[src/rtl/alu_op_sequencer.sv]
// Sequences one ALU operation through load, execute, latch and capture phases,
// then holds the result on a valid/ready response channel until it is taken.
module alu_op_sequencer #(
  parameter int unsigned WIDTH       = 16,
  parameter int unsigned EXEC_CYCLES = 1
) (
  input  logic             clk,
  input  logic             reset,
  input  logic             req_valid,
  output logic             req_ready,
  input  logic [WIDTH-1:0] req_a,
  input  logic [WIDTH-1:0] req_b,
  input  logic [2:0]       req_funct3,
  output logic [WIDTH-1:0] regA_data,
  output logic [WIDTH-1:0] regB_data,
  output logic             regA_ctrl,
  output logic             regB_ctrl,
  output logic             ALUOUT_ctrl,
  output logic [2:0]       funct3,
  input  logic [WIDTH-1:0] aluout_in,
  input  logic             cmp_in,
  output logic             rsp_valid,
  input  logic             rsp_ready,
  output logic [WIDTH-1:0] rsp_data,
  output logic             rsp_cmp,
  output logic             busy,
  output logic [7:0]       done_count
);

  localparam logic [2:0] S_IDLE    = 3'd0;
  localparam logic [2:0] S_LOAD    = 3'd1;
  localparam logic [2:0] S_EXEC    = 3'd2;
  localparam logic [2:0] S_LATCH   = 3'd3;
  localparam logic [2:0] S_CAPTURE = 3'd4;
  localparam logic [2:0] S_RESP    = 3'd5;

  localparam logic [3:0] EXEC_LAST = 4'(EXEC_CYCLES - 1);

  logic [2:0]       r_state;
  logic [2:0]       w_state_nxt;
  logic [3:0]       r_exec_cnt;
  logic [WIDTH-1:0] r_rega;
  logic [WIDTH-1:0] r_regb;
  logic [2:0]       r_funct3;
  logic [WIDTH-1:0] r_rsp_data;
  logic             r_rsp_cmp;
  logic [7:0]       r_done;

  always_comb begin
    w_state_nxt = r_state;
    unique case (r_state)
      S_IDLE:    if (req_valid) w_state_nxt = S_LOAD;
      S_LOAD:    w_state_nxt = S_EXEC;
      S_EXEC:    if (r_exec_cnt == EXEC_LAST) w_state_nxt = S_LATCH;
      S_LATCH:   w_state_nxt = S_CAPTURE;
      S_CAPTURE: w_state_nxt = S_RESP;
      S_RESP:    if (rsp_ready) w_state_nxt = S_IDLE;
      default:   w_state_nxt = S_IDLE;
    endcase
  end

  always_ff @(posedge clk or negedge reset) begin
    if (!reset) begin
      r_state    <= S_IDLE;
      r_exec_cnt <= '0;
      r_rega     <= '0;
      r_regb     <= '0;
      r_funct3   <= '0;
      r_rsp_data <= '0;
      r_rsp_cmp  <= 1'b0;
      r_done     <= '0;
    end else begin
      r_state <= w_state_nxt;
      unique case (r_state)
        S_IDLE: begin
          if (req_valid) begin
            r_rega   <= req_a;
            r_regb   <= req_b;
            r_funct3 <= req_funct3;
          end
        end
        S_EXEC: begin
          if (r_exec_cnt == EXEC_LAST) r_exec_cnt <= '0;
          else                         r_exec_cnt <= r_exec_cnt + 4'd1;
        end
        S_LATCH:   r_rsp_cmp  <= cmp_in;
        S_CAPTURE: r_rsp_data <= aluout_in;
        S_RESP:    if (rsp_ready) r_done <= r_done + 8'd1;
        default: ;
      endcase
    end
  end

  // Ready is gated by reset so it reads 0 while reset is held, even though state is IDLE.
  assign req_ready   = reset && (r_state == S_IDLE);
  assign regA_ctrl   = (r_state == S_LOAD);
  assign regB_ctrl   = (r_state == S_LOAD);
  assign ALUOUT_ctrl = (r_state == S_LATCH);
  assign rsp_valid   = (r_state == S_RESP);
  assign busy        = (r_state != S_IDLE);
  assign regA_data   = r_rega;
  assign regB_data   = r_regb;
  assign funct3      = r_funct3;
  assign rsp_data    = r_rsp_data;
  assign rsp_cmp     = r_rsp_cmp;
  assign done_count  = r_done;

endmodule

[config.mk]
export PLATFORM = sky130hd
export DESIGN_NAME = alu_op_sequencer
export DESIGN_NICKNAME = d
export VERILOG_FILES = /design/src/rtl/alu_op_sequencer.sv
export SDC_FILE = /design/constraint.sdc
export NUM_CORES = 1
export LEC_CHECK = 0
export ABC_AREA = 1
export CAP_MARGIN = 20
export CELL_PAD_IN_SITES_DETAIL_PLACEMENT = 0
export CELL_PAD_IN_SITES_GLOBAL_PLACEMENT = 1
export CORE_ASPECT_RATIO = 1.1
export CORE_MARGIN = 5
export CORE_UTILIZATION = 48
export CTS_CLUSTER_DIAMETER = 40
export DETAILED_ROUTE_END_ITERATION = 12
export DONT_BUFFER_PORTS = 1
export PLACE_DENSITY_LB_ADDON = 0.3
export SETUP_SLACK_MARGIN = 0.1
export SYNTH_ARGS = -nofsm -noshare
export SYNTH_HDL_FRONTEND = slang
export SYNTH_SLANG_ARGS = --single-unit
[constraint.sdc]
create_clock -name clk -period 2.1 [get_ports clk]
set_clock_uncertainty 0.05 [all_clocks]
set_input_delay 0.105 -clock clk [delete_from_list [all_inputs] [get_ports clk]]
set_output_delay 0.105 -clock clk [all_outputs]
set_load 0.1 [all_outputs]
==> results of run 1 <==
logic make-up after synthesis:
| logic type | count (synthesis) |
|---|---|
| flip-flops | 67 |
| XOR/XNOR | 6 |
| buffers and inverters | 64 |
| AO/OA/AOI/OAI | 40 |
| AND/OR/NAND/NOR | 141 |
| adder cells (fa/ha/maj) | 3 |
final cells by class:
type                    instances  area, um^2  share of cell area, %
well taps                      77       96.34                  2.294
clock inverters                 3       15.01                 0.3576
clock buffers                  13       138.9                  3.308
repair buffers                125        1141                  27.18
multi-input cells             190       939.7                  22.38
inverters                      51       191.4                  4.559
flip-flops and latches         67        1677                  39.93
repair_timing:
| action | 4_1_cts | 5_1_grt |
|---|---|---|
| gates resized for setup | 0 | 1 |
| hold endpoints to repair | 123 | 0 |
| endpoints found under the setup margin | 0 | 1 |
| hold buffers | 56 | 0 |
worst max-delay path: cells and delay by family (launching register included):
kind | cells | cell delay (ps)
flip-flops | 1 | 600
AND/OR/NAND/NOR | 1 | 400
buffers and inverters | 1 | 350
metrics by stage:
| stage | worst slack [ps] | cells |
|---|---|---|
| 6_report | 259.0 | 526 |
| 5_1_grt | 154.1 | 526 |
| 4_1_cts | 213.5 | 526 |
| 3_5_place_dp | 423.7 | 454 |
| 3_3_place_gp | 523.8 | 454 |
| 2_1_floorplan | 62.08 | 321 |
registers in the layout, indices dropped and copies added (netlist names):
signal	cells
r_state	3
regA_data	16
funct3	3
r_exec_cnt	4
rsp_data	16
done_count	8
rsp_cmp	1
regB_data	16
synthesized netlist by cell type:
library cell	instances
a21oi_1	1
nor2_2	1
o21ai_2	1
nand2_4	1
nor3_1	1
xor2_1	5
buf_4	6
inv_1	50
nand3_2	3
nor2_1	12
buf_6	2
xnor2_1	1
nand3b_1	2
or2_1	1
nand2_1	96
or2_2	1
inv_2	1
buf_2	5
o21ai_0	33
ha_1	3
nand4_4	1
o21ai_1	5
dfrtp_1	67
nand3_1	22
how the worst min path moves through the flow:
stage | slack (ps) | startpoint | cells past startpoint | to
2_1_floorplan | -240 | reset | 0 | done_count[0]
6_report | 160 | req_valid | 3 | regB_data[8]
5_1_grt | 180 | req_valid | 3 | regB_data[8]
3_3_place_gp | -240 | reset | 0 | rsp_data[1]
3_5_place_dp | -240 | reset | 0 | rsp_data[6]
4_1_cts | 160 | req_valid | 3 | regB_data[4]
layer usage:
layer	vias up	global-route usage [%]
li1	1234	-
met1	1142	22.68
met2	100	32.36
met3	12	6.516
met4	0	8.445
met5	-	0
==> impl_summary.md, run 1 <==
Outcome
The flow ran to the end, and the final reports show no timing, DRC or antenna violations.

Timing
Setup repair after global routing left no endpoint under its margin. Derived from the worst setup path, the maximum achievable clock frequency is 543.2 MHz. Dividing the final minimum period by the clock period gives 87.67%. In this run the tightest slew margin relative to its limit is 59.74%. Setup violations remaining at the end of the flow were counted as 0.

The final number of hold-violating endpoints is 0. The time the final worst path needs with I/O delays and setup is 1841 ps. The number of slew-limit violations in the final report is 0. The slew of the pin with the lowest slew margin is 603.9 ps. The total negative setup slack is 0 ps. The worst hold-check slack is 160.1 ps.

Routing
After detailed routing, the met3 layer carries 669 um of wire. The highest metal layer carrying signal wires in the routed design is met4. In the routed design, unresolved DRC markers number 0. The final routed wirelength across all metal layers is 7202 um. The first-iteration detailed-routing DRC count is 74. The number of iterations in the first detailed-routing pass is 4.

Across all layers, the routed design uses 2488 vias. After detailed routing, the average wire length per cell comes to 13.69 um. The number of vias per cell after detailed routing is 4.730. The post-route met1 wirelength is 2854 um. After detailed routing, the met2 layer carries 3553 um of wire.

The remaining number of nets flagged by the antenna check after routing is 0.

Floorplanning
The top-level port count is 122. The die covers 7631 um^2. The effective utilization at floorplan is 49.46%. The site row count is 29. The die height is 91.12 um. The area of the core region is 5806 um^2.

The die width is 83.75 um.

Worst setup path
The longest individual stage delay on the worst path is 600 ps. The worst register-to-register path ends at regA_data[3]. Walking the worst path, the cells encountered are nor3_4 -> buf_4. The depth of the worst register-to-register path is 4. The critical path starts at r_state[2]. Data on the critical path is required at its endpoint by 1950 ps. The capturing element type of the critical path is a primary output. The cell with the largest stage delay on the worst path is dfrtp_1. STA classifies the critical path startpoint as a flip-flop. Across all register-to-register paths, the minimum setup slack is 500 ps. The most critical setup path has its endpoint at regB_ctrl. The source of the worst register-to-register timing path is r_state[2].

The maximum net fanout on the critical path is 13. For the worst setup path, the data arrival time is 1690 ps. The type of the worst setup path is reg2out.

Clock tree
The maximum count of clock buffers along a single path is 2. Clock-pin slew was measured on the worst setup and hold paths at 60 ps. The master cell of the clock root buffer is clkbuf_8. The number of setup buffers added after CTS is 0. The clock tree synthesis step divided the H-tree into 3 levels. For this design, the sink count on the clock tree is 67. TritonCTS built the clock tree.

The clock buffer count from CTS is 9. The clock insertion delay at the later pin of the skew report is 330 ps.

Global route
The via count of the first global-routing pass is 2585. Entering global routing, the biggest net connects 71 pins. The global-route wire length before repair is 12050 um. The number of antenna violations at the first check in global routing is 0. Summed over all layers, the global routing overflow is 0. The global-route total usage across every layer is 19.35%.

Job
The tool flagged a number of max-cap violations equal to 0.

Finish
The proportion of layout cells with a drive suffix above 1 is 21.16%. The leading cell type in the layout, fill and taps excluded is nand2_1. In the layout the commonest cells are 95 x nand2_1, 67 x dfrtp_1, 66 x buf_4, 55 x dlygate4sd3_1, 50 x inv_1. The number of antenna repair diodes is 0.

For this run, the share of the core covered by cells in the final layout is 72.33%. The post-route standard cell area excluding fillers is 4199 um^2. The final layout net count is 503.

Relative to the synthesized area, the layout overhead comes to 46.23%. The filler cell count in the final layout is 438.

Placed design
In this run the tool buffered the top-level ports with 0 buffer cells. The last weighted congestion value of the routability-driven placer is 0.7795. Once detailed placement completed, the half-perimeter wirelength came to 4394 um.

In this run the cell area measured after placement is 3462 um^2.

Synth
By area the synthesized netlist is led by dfrtp_1 58%, nand2_1 13%, inv_1 6.5%. Yosys printed 0 warnings. Measured against the total synthesized area, the mux share comes to 0%. The synthesized netlist devotes 7.102% of its cell area to compound gates. Counting distinct cell types in the post-synthesis netlist gives 24. After synthesis, the largest family of logic cells by area is simple AND/OR/NAND/NOR gates. The sequential cell area fraction in the yosys report is 58.39%. The largest total area in the synthesized netlist belongs to dfrtp_1. Counting every net in the synthesized netlist gives 380. Summing every instance area after synthesis gives 2872 um^2. A synthesized cell averages 8.945 um^2. After Yosys synthesis, XOR and XNOR cells account for 1.830% of the synthesized area. The number of instances in the synthesized netlist is 321.

The number of synthesized register bits is 67. Of the total synthesized cell area, the portion taken by full adders, half adders and majority gates is 1.307%. The simple logic cell fraction of the synthesized area is 21.48%. The area share of the largest cell type after synthesis is 58.39%.

Min path
The class of the most critical hold timing path is in2reg.
Power of run 1 is not shown: default switching activity piles up to over one toggle a cycle in this logic, so the estimate is an artifact.
==> inputs of run 2 (changes only) <==
--- a/config.mk
+++ b/config.mk
@@ -15,6 +15,7 @@
 export CTS_CLUSTER_DIAMETER = 40
 export DETAILED_ROUTE_END_ITERATION = 12
 export DONT_BUFFER_PORTS = 1
+export MAX_ROUTING_LAYER = met4
 export PLACE_DENSITY_LB_ADDON = 0.3
 export SETUP_SLACK_MARGIN = 0.1
 export SYNTH_ARGS = -nofsm -noshare
==> impl_summary.md, run 2 (synthesis results as in run 1) <==
Routing
The detailed router finished its first iteration with 110 violations. Dividing the detail-routed via count by the number of cells gives 4.686. The number of iterations in the first detailed-routing pass is 4. In this run the remaining antenna-violating nets after routing total 0. The final routed wirelength across all metal layers is 7233 um. The number of vias after detailed routing is 2465. After detailed routing, the number of remaining DRC violations is 0. The wire length per cell is 13.75 um.

Clock tree
Clock tree synthesis found a total of 67 sinks. The H-tree depth reported by CTS is 3. The clock passes through at most 2 buffers.

The number of clock buffers added by TritonCTS is 9. The clock insertion delay at the later pin of the skew report is 330 ps. Clock tree synthesis selected as its root buffer the cell clkbuf_8. The TritonCTS clock tree is yes.

The clock-pin slew of the registers on the worst-case setup and hold paths is 70 ps. The post-CTS setup buffer count is 0.

Global route
For met3 alone, demand over resource in global routing was 5.611%. The most used routing layer in global routing is met2. The number of antenna violations at the first check in global routing is 0. The via count of the first global-routing pass is 2580. The remaining global-route overflow is 0.

The global-route wire length before repair is 12070 um. The largest net degree at the start of global routing is 71. The global-route total usage across every layer is 19.96%. For met2 alone, demand over resource in global routing was 32.29%. Global routing consumed, on the met1 layer, 23.39% of the routing resources.

Finish
In the layout the commonest cells are 95 x nand2_1, 67 x dfrtp_1, 66 x buf_4, 55 x dlygate4sd3_1, 50 x inv_1. The proportion of layout cells with a drive suffix above 1 is 21.16%. Leaving out fill and tap cells, the most frequent cell in the layout is nand2_1. The final layout net count is 503. The area added between synthesis and finish is 46.23%. The number of antenna diodes in the final layout is 0.

Placed design
The congestion estimate from routability-driven global placement came to 0.7902. The count of buffers from port buffering is 0. The post-DP HPWL is 4394 um.

Worst setup path
The worst path arrival time is 1690 ps. STA classifies the critical path startpoint as a flip-flop. The slack of the worst reg-to-reg path is 500 ps.

STA puts the critical path data required time at 1950 ps. The depth of the worst register-to-register path is 4. The capturing element type of the critical path is a primary output. The type of the worst setup path is reg2out. In this run the critical register-to-register path is launched from r_state[2].

The endpoint identified for the worst register-to-register timing path is regA_data[3]. In this run the worst path has a maximum fanout of 13.

Floorplanning
Measured along the x axis, the die boundary spans 83.75 um. The initialized floorplan defines 29 standard-cell rows. The total area inside the core boundary comes to 5806 um^2. The die covers 7631 um^2. The die height is 91.12 um. For this configuration, the core starts out at a cell density of 49.46%. 122 I/O pins were placed.

Job
The max-capacitance violation count is 0.

Min path
In this run the most critical hold path is launched from req_valid. The number of cells traversed by the worst hold path is 3. The end point of the worst hold path is regB_data[8]. The min-delay analysis places its worst path in the category in2reg.

Timing
After routing, the total negative slack on setup checks comes to 0 ps. Setup repair after global routing left no endpoint under its margin. Setup violations remaining at the end of the flow were counted as 0. Timing would allow up to 542.3 MHz. The number of slew-limit violations in the final report is 0. For the pin with the worst max-slew slack, the measured transition is 613.7 ps. The ratio of final minimum period to clock period is 87.82%. For the finished layout, the period the worst path requires is 1844 ps. The final number of hold-violating endpoints is 0. Measured against its own limit, the worst slew margin works out to 59.09%.

Outcome
The run finished with clean final reports.
run 2: layout make-up:
class | instances | area, um^2
fillers | 438 | 1607
clock buffers | 13 | 138.9
inverters | 51 | 191.4
well taps | 77 | 96.34
clock inverters | 3 | 15.01
multi-input cells | 190 | 939.7
flip-flops and latches | 67 | 1677
repair buffers | 125 | 1141
run 2: metrics by stage:
step | utilization (%) | cells | cell area (um^2) | hold slack, ps | worst slack, ps
after floorplan | - | 321 | 2895 | -240.6 | 62.08
after global placement | 59.63 | 454 | 3462 | -238.6 | 523.8
after detailed placement | 59.63 | 454 | 3462 | -238.4 | 423.7
after CTS | 72.24 | 526 | 4194 | 159.9 | 213.5
after global routing | 72.33 | 526 | 4199 | 180.2 | 154.1
final | 72.33 | 526 | 4199 | 158.7 | 255.9
run 2: worst max-delay path by stage:
stage / start / endpoint / slack [ps] / cells past startpoint
after floorplan: r_state[2] / regB_ctrl / 60 / 3
after global placement: r_state[0] / regA_data[2] / 520 / 5
after detailed placement: r_state[1] / funct3[0] / 420 / 4
after CTS: r_state[0] / req_ready / 210 / 4
after global routing: r_state[2] / regB_ctrl / 150 / 2
final: r_state[2] / regB_ctrl / 260 / 2
run 2: metal layers:
metal	wire [um]	share of wire [%]
met5	0	0
met4	138	1.9
met3	626	8.7
met2	3534	49
met1	2934	41
run 2: critical path, stage by stage, from the launching register on:
cell,delay (ps)
dfrtp_1,600
nor3_4,400
buf_4,350
run 2: what timing repair did:
action,in CTS,in global routing
hold endpoints to repair,123,0
hold buffers,56,0
endpoints found under the setup margin,0,1
gates resized for setup,0,1
Power of run 2 is left out for the same reason.
==> inputs of run 3 (changes only) <==
--- a/config.mk
+++ b/config.mk
@@ -15,7 +15,6 @@
 export CTS_CLUSTER_DIAMETER = 40
 export DETAILED_ROUTE_END_ITERATION = 12
 export DONT_BUFFER_PORTS = 1
-export MAX_ROUTING_LAYER = met4
 export PLACE_DENSITY_LB_ADDON = 0.3
 export SETUP_SLACK_MARGIN = 0.1
 export SYNTH_ARGS = -nofsm -noshare
==> constraint.sdc (replaced) <==
create_clock -name clk -period 2.1 [get_ports clk]
set_clock_uncertainty 0.05 [all_clocks]
set_input_delay 0.315 -clock clk [delete_from_list [all_inputs] [get_ports clk]]
set_output_delay 0.315 -clock clk [all_outputs]
set_load 0.1 [all_outputs]
==> impl_summary.md, run 3 (synthesis results as in run 1) <==
Outcome
The flow ran to the end, and the final reports show no timing, DRC or antenna violations.

Timing
Setup violations remaining at the end of the flow were counted as 0. Measured against its own limit, the worst slew margin works out to 75.19%. Setup repair after global routing left no endpoint under its margin. Counting I/O delays and the setup requirement, the final critical path takes 1889 ps. The number of slew-limit violations in the final report came to 0. The worst path uses 89.93% of the clock period. Summed over all failing endpoints, the final setup total negative slack is 0 ps. For the pin with the worst max-slew slack, the measured transition is 372.2 ps.

The final number of hold-violating endpoints is 0. The top achievable clock speed is 529.5 MHz.

Worst setup path
The maximum net fanout on the critical path is 17. For the worst flop-to-flop path, the logic depth is 6. The endpoint of the most critical register-to-register path is rsp_cmp. The critical path required time is 1740 ps. The worst setup path is captured at a primary output. The setup check on the worst reg-to-reg path leaves a slack of 510 ps.

In this run the critical register-to-register path is launched from r_state[2]. The startpoint type of the worst setup path is a flip-flop. The type of the worst setup path is reg2out. The worst path arrival time is 1520 ps.

Global route
The global-route wire length before repair is 10610 um. The remaining global-route overflow is 0. The via count of the first global-routing pass is 2238. Global routing consumed, over all layers together, 17.23% of the routing resources.

The number of antenna violations at the first check in global routing came to 0. The largest net degree at the start of global routing is 71.

Finish
The filler cell count in the final layout is 519. Cells fill 63.58% of the core in the end. The final layout net count is 449. Of the cells placed in the final design, the portion with a size suffix greater than 1 is 24.56%. The library cells used most frequently in the layout, excluding fill and tap cells, are 95 x nand2_1, 67 x dfrtp_1, 64 x buf_4, 50 x inv_1, 33 x o21ai_0. The number of antenna repair diodes is 0. Leaving out fill and tap cells, the most frequent cell in the layout is nand2_1. Leaving out filler cells and counting taps, the final layout contains 472.

The area added between synthesis and finish is 28.54%.

Clock tree
The TritonCTS clock tree is yes. After clock tree synthesis, the clock-pin slew on the worst setup and hold paths is 70 ps. In this run the deepest clock path goes through 2 buffers. Clock latency on the worst-skew pair, taken at its later pin, is 330 ps.

The H-tree depth reported by CTS is 3. The clock net in this run drives a total of 67 sinks. The tree is rooted in a clkbuf_8. Post-CTS repair changed the size of 0 cells. In this run, CTS created clock tree buffers numbering 9.

Min path
Counting instances, the worst hold path has a depth of 2. The end point of the worst hold path is regB_data[4]. The startpoint identified for the worst hold timing path is req_b[4]. The class of the most critical hold timing path is in2reg.

Floorplanning
The initialized floorplan defines 29 standard-cell rows. The die width is 83.75 um. The die height is 91.12 um. The floorplan step defined a core boundary enclosing 5806 um^2. The die covers 7631 um^2. In this run the count of I/O pins placed on the die edge is 122. The effective utilization at floorplan is 49.46%.

Routing
The number of vias per cell after detailed routing is 4.744. The first-iteration detailed-routing DRC count is 89. For this run, the detailed router's first-pass iteration total came to 5.

The routed layout has 2239 vias. After detailed routing, the total wire length is 6269 um. In the routed design, unresolved DRC markers number 0. Once detail routing completed, the nets flagged for antenna violations numbered 0. The wire length per cell is 13.28 um.

Placed design
The count of buffers from port buffering is 0. The last weighted congestion value of the routability-driven placer is 0.8272. The post-DP HPWL is 4504 um. The total instance count after detailed placement is 454.

Job
The max-capacitance violation count is 0.
run 3: per-stage QoR:
step	area, um^2	hold WS [ps]	setup slack (ps)
after floorplan	2900	-30.59	-147.9
after global placement	3492	-28.51	568.7
after detailed placement	3492	-28.20	520.6
after CTS	3691	43.33	187.4
after global routing	3691	41.70	116.6
final	3691	56.17	211.4
run 3: worst max-delay path by stage:
stage / slack (ps) / to / startpoint / cells after the start
floorplan: -150 / regB_ctrl / r_state[2] / 3
global placement: 570 / rsp_cmp / r_state[2] / 6
detailed placement: 520 / rsp_cmp / r_state[2] / 6
CTS: 190 / ALUOUT_ctrl / r_state[2] / 3
global route: 120 / ALUOUT_ctrl / r_state[2] / 3
finish: 210 / ALUOUT_ctrl / r_state[2] / 3
run 3: final cells by class:
class / count / area (um^2) / share of cell area [%]
flip-flops and latches: 67 / 1677 / 45.42
multi-input cells: 190 / 939.7 / 25.46
repair buffers: 71 / 625.6 / 16.95
inverters: 51 / 191.4 / 5.186
clock buffers: 11 / 131.4 / 3.559
well taps: 77 / 96.34 / 2.610
clock inverters: 5 / 30.03 / 0.8136
run 3: timing repair:
item | in CTS | in global routing
endpoints found under the hold margin | 67 | 0
hold buffers | 2 | 0
buffers inserted | 0 | 0
run 3: per-layer routing:
metal / up-vias / share of wire [%] / global-route usage, %
met1: 1013 / 43 / 21.01
met5: - / 0 / 0
met4: 0 / 1.2 / 8.043
met2: 96 / 46 / 27.25
met3: 7 / 8.8 / 6.335
li1: 1123 / - / -
run 3: worst max-delay path, stage by stage, from the launching register on:
cell and delay (ps):
dfrtp_1 510, buf_4 260, nor2_2 110, buf_4 300
Power of run 3 is left out for the same reason.
